--- config.mk ---
export PLATFORM = sky130hd
export DESIGN_NAME = frame_ram_arbiter
export DESIGN_NICKNAME = d
export VERILOG_FILES = /design/src/rtl/frame_ram_arbiter.sv
export SDC_FILE = /design/constraint.sdc
export NUM_CORES = 1
export LEC_CHECK = 0
export BUFFER_PORTS_ARGS = -buffer_cell sky130_fd_sc_hd__buf_2
export CAP_MARGIN = 20
export CELL_PAD_IN_SITES_DETAIL_PLACEMENT = 1
export CELL_PAD_IN_SITES_GLOBAL_PLACEMENT = 1
export CORE_AREA = 2 2 104 106
export DETAILED_ROUTE_END_ITERATION = 12
export DIE_AREA = 0 0 106 108
export HOLD_SLACK_MARGIN = 0.02
export PLACE_DENSITY = 0.75
export SLEW_MARGIN = 10
export SYNTH_ARGS = -nofsm -noshare
export SYNTH_HDL_FRONTEND = slang
export SYNTH_SLANG_ARGS = --single-unit
--- constraint.sdc ---
create_clock -name clk_in -period 3.2 [get_ports clk_in]
set_clock_uncertainty 0.15 [all_clocks]
set_input_delay 0.64 -clock clk_in [delete_from_list [all_inputs] [get_ports clk_in]]
set_output_delay 0.64 -clock clk_in [all_outputs]
set_load 0.05 [all_outputs]
--- src/rtl/frame_ram_arbiter.sv ---
// Arbitrates the single-port 24-bit frame RAM between display reads and loader writes.
// Reads win contention, but a write waiting behind MAX_RD_BURST read grants is forced through.
module frame_ram_arbiter #(
   parameter int ADDR_W       = 16,
   parameter int DATA_W       = 24,
   parameter int READ_LATENCY = 1,
   parameter int MAX_RD_BURST = 8
) (
   input  logic              clk_in,
   input  logic              reset_in,
   input  logic              rd_req_in,
   input  logic [ADDR_W-1:0] rd_addr_in,
   output logic              rd_gnt_out,
   output logic [DATA_W-1:0] rd_data_out,
   output logic              rd_valid_out,
   input  logic              wr_req_in,
   input  logic [ADDR_W-1:0] wr_addr_in,
   input  logic [DATA_W-1:0] wr_data_in,
   output logic              wr_gnt_out,
   output logic              ram_enable_out,
   output logic              ram_write_enable_out,
   output logic [ADDR_W-1:0] ram_addr_out,
   output logic [DATA_W-1:0] ram_wdata_out,
   input  logic [DATA_W-1:0] ram_rdata_in,
   output logic [15:0]       wr_stall_count_out
);

   localparam int         VLD_LEN     = 1 + READ_LATENCY;
   localparam logic [7:0] BURST_LIMIT = 8'(MAX_RD_BURST);

   logic [7:0]         streak;
   logic               wr_force;
   logic               rd_issue_p0;
   logic [VLD_LEN-1:0] vld_p1;

   always_comb begin
      wr_force   = (streak == BURST_LIMIT);
      wr_gnt_out = 1'b0;
      rd_gnt_out = 1'b0;
      if (!reset_in) begin
         wr_gnt_out = wr_req_in && (!rd_req_in || wr_force);
         rd_gnt_out = rd_req_in && !wr_gnt_out;
      end
   end

   // Read grants accumulated while a write is waiting; any write grant or idle writer clears it.
   always_ff @(posedge clk_in or posedge reset_in) begin
      if (reset_in) begin
         streak <= '0;
      end else if (!wr_req_in || wr_gnt_out) begin
         streak <= '0;
      end else if (rd_gnt_out) begin
         streak <= streak + 8'd1;
      end
   end

   always_ff @(posedge clk_in or posedge reset_in) begin
      if (reset_in) begin
         wr_stall_count_out <= '0;
      end else if (wr_req_in && !wr_gnt_out && (wr_stall_count_out != 16'hFFFF)) begin
         wr_stall_count_out <= wr_stall_count_out + 16'd1;
      end
   end

   // p0: registered RAM port, one access per cycle
   always_ff @(posedge clk_in or posedge reset_in) begin
      if (reset_in) begin
         ram_enable_out       <= 1'b0;
         ram_write_enable_out <= 1'b0;
         ram_addr_out         <= '0;
         ram_wdata_out        <= '0;
      end else begin
         ram_enable_out       <= rd_gnt_out | wr_gnt_out;
         ram_write_enable_out <= wr_gnt_out;
         if (wr_gnt_out) begin
            ram_addr_out  <= wr_addr_in;
            ram_wdata_out <= wr_data_in;
         end else if (rd_gnt_out) begin
            ram_addr_out <= rd_addr_in;
         end
      end
   end

   // p1: read marker follows the RAM sampling edge through READ_LATENCY more clocks
   always_ff @(posedge clk_in or posedge reset_in) begin
      if (reset_in) begin
         rd_issue_p0 <= 1'b0;
         vld_p1      <= '0;
      end else begin
         rd_issue_p0 <= rd_gnt_out;
         vld_p1      <= {vld_p1[VLD_LEN-2:0], rd_issue_p0};
      end
   end

   assign rd_valid_out = vld_p1[VLD_LEN-1];
   assign rd_data_out  = ram_rdata_in;

endmodule

==> flow_summary_export.csv <==
group,metric,value,unit
timing,rsz0062_at_grt,"false",
final_layout,area_delta_synth_final,22.1,%
synthesis,ys_seq_area_share,53.2,%
cts,hold_buffers,0,
synthesis,synth.area.top_cells,"dfrtp_1 53%, nand2_1 13%, buf_4 5.5%",
synthesis,avgSynthCellArea,9.41,um^2
synthesis,synth_nets,432,
global_routing,antenna_found_initial,0,
synthesis,synth_top_area_share,53.2,%
floorplanning,die_area,11400,um^2
synthesis,synth_area_leader_cell,"dfrtp_1",
synthesis,ys_ff_latch,69,
worst_hold_path,hold_path.class,"flip-flop to flip-flop",
timing,slew_violations,0,
power,power.clock.fraction,24.0,%
placement,io_buffers,120,
floorplanning,rows,37,
global_routing,grt.total_usage,15.0,%
synthesis,synthFlopType,"dfrtp_1",
global_routing,grt_max_degree,72,
route,via_count,2673,
route,routed_wl,8.21,mm
critical_path,cp_slowest_cell,"dfrtp_1",
cts,cts_sinks,69,
run,drv_cap,0,
power,p_seq_share,43.3,%
timing,tns,0,ps
timing,fmax,364,MHz
critical_path,cp.required,2410,ps
route,route.detailed.drc,0,
timing,timing.final.crit_share,85.9,%
global_routing,grt_pass1_wl,13.6,mm
route,dr.pass1.iters,4,
global_routing,grt_pass1_vias,2831,
final_layout,drive_gt1_share,33.9,%
final_layout,finalNetCount,529,
placement,routabilityCongestion,0.811,
critical_path,path_class,"flip-flop to primary output",
timing,tightest_slew,876,ps
timing,setup_viol,0,
floorplanning,die_h,108,um
power,p_int,1520,uW
final_layout,antenna_cells,0,
timing,fin_crit,2750,ps
cts,cts_buffers,9,
cts,clk_latency,330,ps
floorplanning,fp.dieW,106,um
synthesis,ys_types,41,
synthesis,synth_edf_count,0,
final_layout,finalCoreUtilization,38.8,%
cts,cts_htree_levels,3,
power,swShare,40.6,%
route,via_per_inst,4.60,
floorplanning,io_pins,169,
cts,cts_setup_buffers,0,
floorplanning,start_util,31.7,%
cts,cts.path.max_buffers,2,
cts,ctsRootBufferMaster,"clkbuf_8",
timing,hold_viol,0,
power,ir_drop,339,uV
outcome,status,"finished clean",
critical_path,cp_max_fo,6,
timing,layout_setup_ws,452,ps
floorplanning,fp.coreArea,10200,um^2
route,ant_nets,0,
placement,hpwlAfterDp,6.02,mm
synthesis,syn_inst,345,
cts,cts_tree,"done",
route,wire_per_inst,14.1,um
placement,pre_cts_slack,734,ps
synthesis,synth.cell_area,3250,um^2
critical_path,start_kind,"flip-flop",
critical_path,crit_arrival,1960,ps
timing,max-slew-margin-rel,41.6,%
synthesis,yosys_warnings,0,
power,switching_power,1030,uW
critical_path,endpoint_kind,"primary output",
route,drtIter0Drc,90,
power,power_density,643,nW/um^2
critical_path,max_stage_delay,430,ps
cts,cts_resized,0,
global_routing,grt_overflow,0,
cts,cts.clk_slew.worst_paths,70,ps
power,comb_power_share,32.7,%
power,p_leak,0.00206,uW
synthesis,synthArstFlopShare,100,%
critical_path,crit_path_cell_trace,"inv_1 -> ha_1 -> nor4b_4 -> a31o_2 -> nand2_2 -> inv_2 -> buf_2",
-- stage by stage --
step	power (uW)	std cells	hold slack (ps)	area, um^2
after detailed placement	1970	567	193	3800
after global placement	1950	567	189	3800
final	2550	581	204	3970
after global routing	2690	581	217	3970
after floorplan	1810	345	181	3250
after CTS	2600	581	209	3970
-- flip-flops by register name, indices dropped and copies added, names as in the netlist --
name	flops
ram_addr_out	16
wr_stall_count_out	16
ram_enable_out	1
streak	8
rd_issue_p0	1
ram_wdata_out	24
ram_write_enable_out	1
vld_p1	2
-- per-layer routing --
metal | routed length (um) | share of wire [%] | track usage [%]
met3 | 577 | 7.0 | 5.00
met5 | 0 | 0 | 0
met4 | 129 | 1.6 | 5.45
met1 | 3610 | 44 | 18.1
met2 | 3890 | 47 | 25.3
-- final timing paths --
check                                   endpoint  slack, ps   startpoint  cells past startpoint
max                                   wr_gnt_out        450    streak[0]                      7
min                                    vld_p1[0]        200  rd_issue_p0                      0
max reg2reg                      ram_addr_out[7]        900    streak[0]                      9
min reg2reg                            vld_p1[0]        200  rd_issue_p0                      0
max in group asynchronous  wr_stall_count_out[8]       1730     reset_in                      3
min in group asynchronous              streak[6]        600     reset_in                      3
-- cells in the mapped netlist, types with 2 or more instances --
master	n
nand2b_1	2
nand3_1	8
buf_6	2
xnor2_1	12
mux2i_1	2
clkbuf_2	2
and2_1	2
nor3_1	2
a21oi_1	3
dfrtp_1	69
clkbuf_1	7
buf_2	3
nor2b_1	2
nand2_1	115
nor4_4	2
inv_1	5
o21ai_0	4
buf_4	24
nand4_1	8
ha_1	3
a31oi_1	18
xor2_1	4
nor2_1	25
and3_1	4
-- worst max-delay path, delay by kind of cell, from the launching register on --
family / cells / cell delay, ps
flops: 1 / 430
buf+inv: 3 / 410
simple gates: 2 / 370
compound gates: 1 / 270
fa+ha+maj: 1 / 140
-- kinds of logic (layout without fill, tap and decap cells) --
kind of cell	after synthesis	count (layout)	share of synthesized area (%)
xor gates and xnor gates	16	16	4.31
and+or+nand+nor	179	179	25.3
AOI/OAI and AO/OA	31	31	6.47
muxes	3	3	1.08
DFF	69	69	53.2
buffers and inverters	44	144	8.51
adders and majority gates	3	3	1.16
-- power groups by stage --
stage | Combinational, uW | Clock (uW) | Sequential, uW
finish | 835 | 612 | 1100
global route | 896 | 671 | 1120
CTS | 848 | 644 | 1110
detailed placement | 848 | 0 | 1120
global placement | 836 | 0 | 1110
floorplan | 275 | 0 | 1530
-- layout make-up --
class,count,area [um^2]
multi-input combinational,232,1250
clock buffer,12,155
fill,1225,6260
sequential,69,1730
timing repair buffer,124,631
tap,136,170
clock inverter,2,10.0
inverter,6,26.3
-- layout by cell type, fill, tap and decap left out, types with 2 or more instances in the layout --
cell type,Yosys,routed
a21oi_1,3,3
a31oi_1,18,18
and2_1,2,2
and3_1,4,4
buf_2,3,120
buf_4,24,4
clkbuf_8,0,11
clkinv_2,0,2
dfrtp_1,69,69
ha_1,3,3
inv_1,5,4
mux2i_1,2,2
nand2_1,115,115
nand2b_1,2,2
nand3_1,8,8
nand4_1,8,8
nor2_1,25,24
nor2b_1,2,2
nor3_1,2,2
nor4_4,2,2
o21ai_0,4,4
xnor2_1,12,12
xor2_1,4,4
Power figures use the tool's default switching activity.
